===== config.mk =====
export PLATFORM = sky130hd
export DESIGN_NAME = hkspi_master
export DESIGN_NICKNAME = d
export VERILOG_FILES = /design/src/rtl/hkspi_master.sv
export SDC_FILE = /design/constraint.sdc
export NUM_CORES = 1
export LEC_CHECK = 0
export ABC_AREA = 1
export BUFFER_PORTS_ARGS = -buffer_cell sky130_fd_sc_hd__clkbuf_2
export CAP_MARGIN = 20
export CORE_MARGIN = 5
export CORE_UTILIZATION = 45
export DETAILED_ROUTE_END_ITERATION = 8
export GPL_TIMING_DRIVEN = 0
export PLACE_DENSITY_LB_ADDON = 0.1
export SLEW_MARGIN = 20
export SYNTH_ARGS = -nofsm -noshare
export SYNTH_HDL_FRONTEND = slang
export SYNTH_SLANG_ARGS = --single-unit

===== constraint.sdc =====
create_clock -name clock -period 1.6 [get_ports clock]
set_clock_uncertainty 0.1 [all_clocks]
set_input_delay 0.32 -clock clock [delete_from_list [all_inputs] [get_ports clock]]
set_output_delay 0.32 -clock clock [all_outputs]
set_load 0.03 [all_outputs]

===== src/rtl/hkspi_master.sv =====
// hkspi_master: SPI master for the housekeeping SPI port. It runs read-stream
// (0x40) and write-stream (0x80) transactions of cmd_len data bytes starting
// at cmd_addr. SPI mode 0: sck idles low, sdi changes on falling edges and
// sdo is sampled on rising edges.
//
// state | meaning
// ------+-----------------------------------------------------------
// IDLE  | csb high, cmd_ready high, waiting for a command
// SETUP | csb low, sck low for CLK_DIV clocks before the first bit
// CMD   | shifting the 0x80/0x40 command byte
// ADDR  | shifting the start address byte
// DATA  | shifting data bytes (a write can stall here waiting for wr_valid)
// HOLD  | sck low for CLK_DIV clocks after the last falling edge
// GAP   | csb high for GAP_HALF*CLK_DIV clocks, still busy
//
// Ports:
//   clock, resetb                  system clock, async active-low reset
//   cmd_valid/cmd_ready            command handshake (cmd_write, cmd_addr, cmd_len)
//   wr_valid/wr_ready/wr_data      write byte stream, wr_ready marks consumption
//   rd_valid/rd_data               read byte stream, one-cycle valid pulse
//   busy, done                     transaction status, done pulses at csb rise
//   sck, csb, sdi, sdo             SPI pins
module hkspi_master #(
  parameter int CLK_DIV  = 2,
  parameter int GAP_HALF = 2
) (
  input  logic       clock,
  input  logic       resetb,
  input  logic       cmd_valid,
  output logic       cmd_ready,
  input  logic       cmd_write,
  input  logic [7:0] cmd_addr,
  input  logic [7:0] cmd_len,
  input  logic       wr_valid,
  output logic       wr_ready,
  input  logic [7:0] wr_data,
  output logic       rd_valid,
  output logic [7:0] rd_data,
  output logic       busy,
  output logic       done,
  output logic       sck,
  output logic       csb,
  output logic       sdi,
  input  logic       sdo
);

  localparam int CW = $clog2(CLK_DIV) + 1;
  localparam int GW = $clog2(GAP_HALF * CLK_DIV) + 1;
  localparam logic [CW-1:0] HALF_LOAD = CW'(CLK_DIV - 1);
  localparam logic [GW-1:0] GAP_LOAD  = GW'(GAP_HALF * CLK_DIV - 1);

  typedef enum logic [2:0] {
    S_IDLE, S_SETUP, S_CMD, S_ADDR, S_DATA, S_HOLD, S_GAP
  } state_t;

  state_t        state;
  logic [CW-1:0] cnt;
  logic [GW-1:0] gap_cnt;
  logic [2:0]    bit_cnt;
  logic [7:0]    len_cnt;
  logic [7:0]    tx_sh;
  logic [7:0]    rx_sh;
  logic [7:0]    addr_q;
  logic          write_q;
  logic          high_ph;
  logic          stall;
  logic          rd_pend;

  logic shifting;
  logic half_end;
  logic byte_end;
  logic last_byte;
  logic next_wr;

  assign shifting  = (state inside {S_CMD, S_ADDR, S_DATA}) && !stall;
  assign half_end  = (cnt == '0);
  assign byte_end  = shifting && high_ph && half_end && (bit_cnt == 3'd0);
  assign last_byte = ((state == S_ADDR) && (len_cnt == 8'd0)) ||
                     ((state == S_DATA) && (len_cnt == 8'd1));
  assign next_wr   = write_q && (state inside {S_ADDR, S_DATA}) && !last_byte;

  // A write byte is taken either right at the falling edge that ends the
  // previous byte, or later while stalled; both load the shifter this cycle.
  assign wr_ready  = wr_valid && ((byte_end && next_wr) || ((state == S_DATA) && stall));

  always_ff @(posedge clock or negedge resetb) begin
    if (!resetb) begin
      state     <= S_IDLE;
      cnt       <= '0;
      gap_cnt   <= '0;
      bit_cnt   <= 3'd0;
      len_cnt   <= 8'd0;
      tx_sh     <= 8'd0;
      rx_sh     <= 8'd0;
      addr_q    <= 8'd0;
      write_q   <= 1'b0;
      high_ph   <= 1'b0;
      stall     <= 1'b0;
      rd_pend   <= 1'b0;
      cmd_ready <= 1'b0;
      rd_valid  <= 1'b0;
      rd_data   <= 8'd0;
      busy      <= 1'b0;
      done      <= 1'b0;
      sck       <= 1'b0;
      csb       <= 1'b1;
      sdi       <= 1'b0;
    end else begin
      rd_valid <= 1'b0;
      done     <= 1'b0;
      rd_pend  <= 1'b0;
      if (rd_pend) begin
        rd_valid <= 1'b1;
        rd_data  <= rx_sh;
      end

      case (state)
        S_IDLE: begin
          cmd_ready <= 1'b1;
          if (cmd_valid && cmd_ready) begin
            write_q   <= cmd_write;
            addr_q    <= cmd_addr;
            len_cnt   <= cmd_len;
            csb       <= 1'b0;
            busy      <= 1'b1;
            cmd_ready <= 1'b0;
            cnt       <= HALF_LOAD;
            state     <= S_SETUP;
          end
        end

        S_SETUP: begin
          if (half_end) begin
            state   <= S_CMD;
            tx_sh   <= write_q ? 8'h80 : 8'h40;
            sdi     <= write_q;
            high_ph <= 1'b0;
            bit_cnt <= 3'd7;
            cnt     <= HALF_LOAD;
          end else begin
            cnt <= cnt - 1'b1;
          end
        end

        S_CMD, S_ADDR, S_DATA: begin
          if (stall) begin
            if (wr_valid) begin
              stall   <= 1'b0;
              tx_sh   <= wr_data;
              sdi     <= wr_data[7];
              cnt     <= HALF_LOAD;
              bit_cnt <= 3'd7;
            end
          end else if (!half_end) begin
            cnt <= cnt - 1'b1;
          end else if (!high_ph) begin
            sck     <= 1'b1;
            high_ph <= 1'b1;
            cnt     <= HALF_LOAD;
            rx_sh   <= {rx_sh[6:0], sdo};
            if ((state == S_DATA) && !write_q && (bit_cnt == 3'd0))
              rd_pend <= 1'b1;
          end else begin
            sck     <= 1'b0;
            high_ph <= 1'b0;
            cnt     <= HALF_LOAD;
            if (bit_cnt != 3'd0) begin
              bit_cnt <= bit_cnt - 1'b1;
              tx_sh   <= {tx_sh[6:0], 1'b0};
              sdi     <= tx_sh[6];
            end else begin
              bit_cnt <= 3'd7;
              if (state == S_DATA)
                len_cnt <= len_cnt - 1'b1;
              if (state == S_CMD) begin
                state <= S_ADDR;
                tx_sh <= addr_q;
                sdi   <= addr_q[7];
              end else if (last_byte) begin
                state <= S_HOLD;
                sdi   <= 1'b0;
              end else begin
                state <= S_DATA;
                if (!write_q) begin
                  tx_sh <= 8'd0;
                  sdi   <= 1'b0;
                end else if (wr_valid) begin
                  tx_sh <= wr_data;
                  sdi   <= wr_data[7];
                end else begin
                  stall <= 1'b1;
                  sdi   <= 1'b0;
                end
              end
            end
          end
        end

        S_HOLD: begin
          if (half_end) begin
            csb     <= 1'b1;
            done    <= 1'b1;
            gap_cnt <= GAP_LOAD;
            state   <= S_GAP;
          end else begin
            cnt <= cnt - 1'b1;
          end
        end

        S_GAP: begin
          if (gap_cnt == '0) begin
            busy      <= 1'b0;
            cmd_ready <= 1'b1;
            state     <= S_IDLE;
          end else begin
            gap_cnt <= gap_cnt - 1'b1;
          end
        end

        default: state <= S_IDLE;
      endcase
    end
  end

endmodule

# --- Word-level counts from Yosys, hierarchy flattened ---
# Index checks and enable logic that the tools add are counted.
word_totals:
  reg_bits: 62
  latch_bits: 0
  mem_bits_rw: 0
  rom_bits: 0
  in_bits: 30
  output_inout_bits: 16
  mem_count: 0
classes:
  n_addsub: 4
  n_mul: 0
  div: 0
  magnitude_cmp: 0
  n_eq_ne: 22
  shift: 0
  mux: 86
  bitwise: 2
  n_reduce_logical: 47
op_table:
  columns: ["operator", "n"]
  rows:
  - ["2-to-1 mux 8 bit", 16]
  - ["2-to-1 mux 3 bit", 17]
  - ["2-to-1 mux 1 bit", 37]
  - ["case mux 8 bit (2 select lines)", 2]
  - ["inequality test 2 bit, second input constant", 11]
  - ["case mux 3 bit (5 select lines)", 1]
  - ["logical AND 1 bit", 14]
  - ["case mux 3 bit (2 select lines)", 2]
  - ["AND reduction 3 bit", 4]
  - ["AND reduction 4 bit", 3]
  - ["nonzero test 2 bit", 6]
  - ["2-to-1 mux 2 bit", 5]
  - ["case mux 1 bit (2 select lines)", 5]
  - ["AND reduction 5 bit", 2]
  - ["equality test 3 bit, second input constant", 3]
  - ["zero test 3 bit", 3]
  - ["inequality test 3 bit, second input constant", 3]
  - ["equality test 8 x 1 -> 1 bit, second input constant", 1]
  - ["zero test 8 bit", 1]
  - ["case mux 2 bit (4 select lines)", 1]
  - ["AND reduction 8 bit", 1]
  - ["subtractor 8 x 1 -> 8 bit, second input constant", 1]
  - ["AND reduction 7 bit", 1]
  - ["equality test 3 x 2 -> 1 bit, second input constant", 2]
  - ["12 further kinds", 19]

# --- Depth between registers and ports, before layout ---
# Gate-level depths: netlist of run 1.
logic_depth:
  depth_word: 10
  ltp_mapped: 12

# --- Least setup slack after synthesis of run 1 ---
# No wires, ideal clock.
synth_timing:
  path_kind: "register -> output"
  startpoint: "register state[1]"
  endpoint: "output wr_ready"
  arrival_time_ns: 1.693
  required_time_ns: 1.180
  slack_ns: -0.513
  stages_incl_launch_ff: 9
  path_buffers: 3
  path_cell_list: "dfrtp_1 > buf_6 > nor2_4 > nand2_4 > nand2_4 > buf_6 > buf_2 > nand3_1 > a21oi_1"
synth_between:
  elab_chain_len: 9
synth_rtl:
  columns: ["element", "line_no", "source"]
  rows:
  - ["start, declared", "56", "state_t state;"]
  - ["start signal, assigned", "88", "state <= S_IDLE;"]
  - ["start signal, assigned", "128", "state <= S_SETUP;"]
  - ["start signal, assigned", "134", "state <= S_CMD;"]
  - ["equality test 3 x 2 -> 1 bit (tied with other cells)", "75", "assign shifting = (state inside {S_CMD, S_ADDR, S_DATA}) && !stall;"]
  - ["nonzero test 3 bit", "75", null]
  - ["logical AND 1 bit", "75", null]
  - ["logical AND 1 bit (3 in series)", "77", "assign byte_end = shifting && high_ph && half_end && (bit_cnt == 3'd0);"]
  - ["logical AND 1 bit", "84", "assign wr_ready = wr_valid && ((byte_end && next_wr) || ((state == S_DATA) && stall));"]
  - ["logical OR 1 bit *", "84", null]
  - ["logical AND 1 bit *", "84", null]
  - ["end, declared", "35", "output logic wr_ready,"]
# Every way passes the cells marked *; elsewhere a longest branch is shown, timed or not.

# --- Final worst setup path of run 1 ---
layout_timing:
  startpoint: "register state[0]"
  endpoint: "output wr_ready"
# Same word-level chain as after synthesis.

==> results of run 1 <==
## where the power goes
| group | total [W] | switching [W] | internal [W] |
|---|---|---|---|
| clock | 0.00155 | 0.000672 | 0.000881 |
| combinational | 0.00514 | 0.00296 | 0.00218 |
| sequential | 0.00243 | 0.000367 | 0.00206 |
## stage by stage
| step | instance area, sq um | instances | hold slack [ns] | setup TNS (ns) | power [W] |
|---|---|---|---|---|---|
| 5_1_grt | 4840 | 648 | 0.0860 | -9.02 | 0.00969 |
| 6_report | 4840 | 648 | 0.0732 | -6.51 | 0.00912 |
| 3_5_place_dp | 3830 | 577 | 0.112 | -7.59 | 0.00580 |
| 3_3_place_gp | 3800 | 576 | 0.350 | -23.45 | 0.00571 |
| 4_1_cts | 4610 | 634 | 0.0641 | -4.40 | 0.00851 |
| 2_1_floorplan | 3460 | 433 | -0.0756 | -0.598 | 0.00500 |
## worst max path at each step
stage               end  slack (ns)  depth (start not counted)
2_1_floorplan  wr_ready       -0.18                          8
3_5_place_dp   wr_ready       -0.43                          8
4_1_cts        wr_ready       -0.63                          9
3_3_place_gp   wr_ready       -0.44                          8
6_report       wr_ready       -0.58                          8
5_1_grt        wr_ready       -0.65                          8
## layout make-up
class / count / area (sq um)
buffer: 8 / 76.3
clock buffer: 9 / 124
clock inverter: 7 / 100
fill: 657 / 2450
inverter: 50 / 221
multi-input combinational: 313 / 1910
sequential: 61 / 1530
tap: 99 / 124
timing repair buffer: 100 / 751
timing repair inverter: 1 / 3.75
## worst reg2reg max path: cells and delay by family (launching register included)
kind	cells	cell delay, ns
simple gates	6	0.77
compound gates	2	0.25
flops	1	0.46
buf+inv	2	0.29
## what timing repair did
item	in CTS	in global routing
cloned	2	2
endpoints found under the hold margin	10	0
resized for setup	66	40
pin swaps	29	21
setup buffers	39	15
hold buffers	1	0
endpoints found under the setup margin	49	50
## routing by layer
layer,GRT usage (%),vias up,part of all wire [%]
li1,-,1619,-
met1,25.4,1558,45
met2,30.0,100,48
met3,3.24,16,5.0
met4,7.02,0,1.8
met5,0,-,0
## registers in the layout (all words and copies together) (netlist names)
name,cells
high_ph,1
rx_sh,8
tx_sh,7
cnt,2
addr_q,8
bit_cnt,3
rd_pend,1
done,1
busy,1
state,3
stall,1
sdi,1
sck,1
rd_valid,1
gap_cnt,3
len_cnt,8
rd_data,8
csb,1
cmd_ready,1
write_q,1
## cells by family (layout without fill, tap and decap cells)
family	count (synthesis)	count (layout)	share of synthesized area, %
buffers and inverters	60	175	7.87
flip-flops	61	61	44.9
adder cells (fa/ha/maj)	9	9	3.31
AO/OA/AOI/OAI	86	86	14.0
multiplexers	1	1	0.331
XOR/XNOR	1	1	0.257
AND/OR/NAND/NOR	215	216	29.3
## cells in the mapped netlist (2+ instances only)
master	number
buf_6	4
nand3_1	9
inv_1	39
nand2_2	3
nand4_1	3
o211ai_1	7
clkbuf_1	2
clkinv_1	2
dfrtp_1	60
buf_2	4
o21ai_0	36
nand2_1	149
a21oi_1	31
nor2_1	29
ha_1	9
nor2_4	4
o31ai_1	2
nand2_8	2
o21ai_2	2
nor2_2	2
inv_2	7
o22ai_1	3
nand2_4	4
nand3_2	3
==> flow_summary.yaml, run 1 <==
run_status:
  status: "finished, violations left"
  failed_checks: "negative setup slack"
layout:
  mostFrequentLayoutCell: "nand2_1"
  final_nets: 583
  antennaDiodeCount: 0
  area_growth_pct: 42.3
  final_layout_size_suffix_gt1_share_pct: 38.8
  post-route-util_pct: 66.4
  final_cell_mix: "nand2_1, dfrtp_1, buf_4, clkbuf_2, inv_1"
sta:
  finalCriticalPeriod_ns: 2.18
  setup_viol: 29
  rsz0062_at_grt: "true"
  fin_ws_ns: -0.580
  hold_viol_final: 0
  finalMaxSlewViolations: 0
  clock.fmax_mhz: 459
  max_slew.worst_pin.slew_ns: 0.521
  min_period_over_period_pct: 136
  maxSlewHeadroom_pct: 65.2
critical_path:
  reg2reg_depth: 10
  worstReg2RegStart: "state[2]"
  criticalPathCategory: "reg -> out"
  cp_slowest_stage_delay_ns: 0.45
  critPathRequiredTime_ns: 1.18
  cp-start-kind: "register"
  ff2ff_setup_slack_ns: -0.32
  cpMostUsedCell: "buf_8"
  crit_buf_inv: 3
  crit_path_end_kind: "output pin"
  crit_arrival_ns: 1.76
  reg2reg_to: "tx_sh[2]"
  cp_cell_sequence: "nor2_4, nand2_4, nand2_8, buf_8, buf_8, nand3_4, a21oi_4, buf_8"
  critPathLaunch: "state[0]"
  slowest_stage: "dfrtp_2"
  path_delay_family: "flip-flops"
  critical_path.max_fanout: 10
clock_network:
  cts.sinks: 61
  path_clk_slew_ns: 0.07
  clk_latency_ns: 0.34
  root_buffer: "clkbuf_8"
  cts-buffers-inserted: 9
  htree_levels: 3
  clockBufferDepth: 2
  cts_tree: "done"
global_routing:
  antenna_found_initial: 0
  grt_use_total_pct: 18.8
  grt_pass1_vias: 2990
  grt_max_degree: 52
  grt_pass1_wl_microns: 14400
  gr-total-overflow: 0
synth:
  synth_edf_count: 0
  ys_ff_latch: 61
  yosys.area.top_type: "dfrtp_1"
  synth_ff_type: "dfrtp_1"
  ys_async_sr_fraction_pct: 100
  synth-seq-area-share_pct: 44.9
  synth_top_area_share_pct: 44.1
  netlist_area_sq_um: 3400
  ys_types: 41
  ys_warn_count: 0
  syn_nets: 472
  synthCells: 433
  synthTopCellsByArea: "dfrtp_1, nand2_1, o21ai_0, a21oi_1, inv_1"
  avgSynthCellArea_sq_um: 7.86
floorplanning:
  coreArea_sq_um: 7290
  num_rows: 31
  initial_utilization_pct: 46.7
  die_area_sq_um: 9400
  die_h_microns: 97.0
  ios: 46
  die_w_microns: 97.0
worst_hold_path:
  min_from: "cmd_addr[1]"
  worstHoldEndpoint: "addr_q[1]"
  holdPathStages: 3
  min_path_type: "in -> reg"
routing:
  via_per_inst: 5.08
  vias: 3293
  routed_wl_microns: 9220
  drt_first_iter_violations: 149
  antenna_left: 0
  wl_per_cell_microns: 14.2
  drt-pass1-iter-count: 5
  drc: 0
placed_design:
  dp_slack_ns: -0.428
  place.gp.congestion: 0.862
  io_buffers: 44
  hpwl_microns: 5650
run:
  maxCapViolations: 0
power_and_ir_drop:
  p_leak_nw: 2.37
  power_density_nw_per_um2: 1880
  vdd_drop_max_mv: 0.887
No activity file was read; power rests on OpenSTA's default activity.
==> run 2: changes to the inputs <==
Settings changed: CELL_PAD_IN_SITES_DETAIL_PLACEMENT from default to 1, CELL_PAD_IN_SITES_GLOBAL_PLACEMENT from default to 1, CORE_UTILIZATION 45 to 38.
==> run 2 against run 1 <==
  * The run still ends with negative setup slack left
  * Fmax shrank 0.14%
  * Clock power grew 12%
  * Sequential share of layout area grew 0.44 points
  * Largest power group unchanged
  * Worst hold slack gained 0.0032 ns
  * Die area grew 16%
  * First-iteration DRC count shrank 34%
  * Via count shrank 0.39%
  * Worst setup slack lost 0.0030 ns
  * Sequential power is essentially flat
  * Global-route usage grew 0.71 points
==> flow_summary.yaml, run 2 (synthesis results as in run 1) <==
critical_path:
  crit_buf_inv: 1
  critPathLaunch: "state[0]"
  slowest_stage: "dfrtp_2"
  cp_cell_sequence: "nor2_4, nand2_4, nand2_8, nand2_8, nor2_4, nand4_1, a21oi_4, buf_8"
  crit_arrival_ns: 1.76
  worstReg2RegStart: "cnt[0]"
  cp_slowest_stage_delay_ns: 0.45
  critPathRequiredTime_ns: 1.18
  critical_path.max_fanout: 4
  cp-start-kind: "register"
  path_delay_family: "simple AND/OR/NAND/NOR gates"
  crit_path_end_kind: "output pin"
  criticalPathCategory: "reg -> out"
layout:
  finalInstanceArea_sq_um: 4770
  fill_cells: 1046
  antennaDiodeCount: 0
  final_cell_mix: "nand2_1, dfrtp_1, clkbuf_2"
  final_nets: 569
  register_area_sq_um: 1530
  area_growth_pct: 40.3
  final_layout_size_suffix_gt1_share_pct: 37.4
  mostFrequentLayoutCell: "nand2_1"
  multiInputGateArea_sq_um: 1930
run:
  maxCapViolations: 0
routing:
  via_per_inst: 5.10
  drt_first_iter_violations: 99
  drc: 0
  antenna_left: 0
  wl_per_cell_microns: 16.8
  vias: 3280
  drt-pass1-iter-count: 4
  routed_wl_microns: 10800
global_routing:
  grt_pass1_vias: 3434
  antenna_found_initial: 0
  gr-total-overflow: 0
  grt_pass1_wl_microns: 17400
  grt_use_total_pct: 19.5
  grt_max_degree: 46
placed_design:
  hpwl_microns: 6680
  placed_area_sq_um: 3840
  dp_slack_ns: -0.462
  io_buffers: 44
  place.gp.congestion: 0.794
floorplanning:
  num_rows: 34
  die_area_sq_um: 10900
  die_w_microns: 105
  initial_utilization_pct: 39.0
  coreArea_sq_um: 8720
  die_h_microns: 105
  ios: 46
sta:
  min_period_over_period_pct: 136
  fin_ws_ns: -0.583
  rsz0062_at_grt: "true"
  setup_viol: 37
  finalCriticalPeriod_ns: 2.18
  maxSlewHeadroom_pct: 70.9
  max_slew.worst_pin.slew_ns: 0.434
  clock.fmax_mhz: 458
  finalMaxSlewViolations: 0
  hold_viol_final: 0
clock_network:
  cts_tree: "done"
  root_buffer: "clkbuf_8"
  cts-buffers-inserted: 9
  htree_levels: 3
  clockBufferDepth: 2
  clk_latency_ns: 0.35
  cts.sinks: 61
  path_clk_slew_ns: 0.08
run_status:
  status: "finished, violations left"
  failed_checks: "negative setup slack"
power_and_ir_drop:
  power_density_nw_per_um2: 1960
  vdd_drop_max_mv: 0.911
  p_leak_nw: 2.33
worst_hold_path:
  min_path_type: "in -> reg"
  min_from: "cmd_addr[3]"
[run 2: path summary, 6_finish.rpt]
check	slack, ns	endpoint	cells past startpoint
min in group asynchronous	0.32	bit_cnt[2]	2
min reg2reg	0.37	gap_cnt[0]	1
max in group asynchronous	0.51	csb	3
max reg2reg	-0.43	state[0]	10
max	-0.58	wr_ready	8
min	0.08	addr_q[3]	3
[run 2: report_power, final]
| part | internal, W | switching [W] |
|---|---|---|
| Clock | 0.00104 | 0.000689 |
| Sequential | 0.00206 | 0.000384 |
| Combinational | 0.00207 | 0.00314 |
| Total | 0.00517 | 0.00421 |
[run 2: timing repair]
item / 4_1_cts / 5_1_grt
resized for setup: 74 / 49
setup buffers: 37 / 9
setup endpoints to repair: 51 / 51
hold endpoints to repair: 16 / 0
hold buffers: 1 / 0
gates cloned: 3 / 0
pin swaps: 19 / 14
[run 2: per-layer routing]
metal,GRT usage (%),up-vias,wire length (microns)
li1,-,1584,-
met1,24.5,1639,4750
met2,34.9,50,5660
met3,3.95,7,316
met4,3.29,0,77
met5,0,-,0
[run 2: tightest hold or removal path: cells and delay by family]
kind / cells / cell delay [ns]
simple gates: 2 / 0.09
buf+inv: 1 / 0.08
[run 2: layout make-up]
type	instances	share of cell area, %
multi-input combinational	313	40.5
clock inverter	7	2.57
clock buffer	9	2.60
buffer	9	2.02
tap	108	2.83
inverter	50	4.67
timing repair buffer	86	12.8
sequential	61	32.1
[run 2: through the flow]
stage	instances	hold WS (ns)	utilization [%]	power, W	TNS [ns]
2_1_floorplan	433	-0.0756	-	0.00500	-0.598
3_3_place_gp	585	0.357	43.7	0.00580	-28.78
3_5_place_dp	586	0.150	44.1	0.00593	-9.76
4_1_cts	643	0.0685	53.2	0.00880	-10.84
5_1_grt	643	0.0769	54.7	0.0100	-10.80
6_report	643	0.0764	54.7	0.00938	-7.55
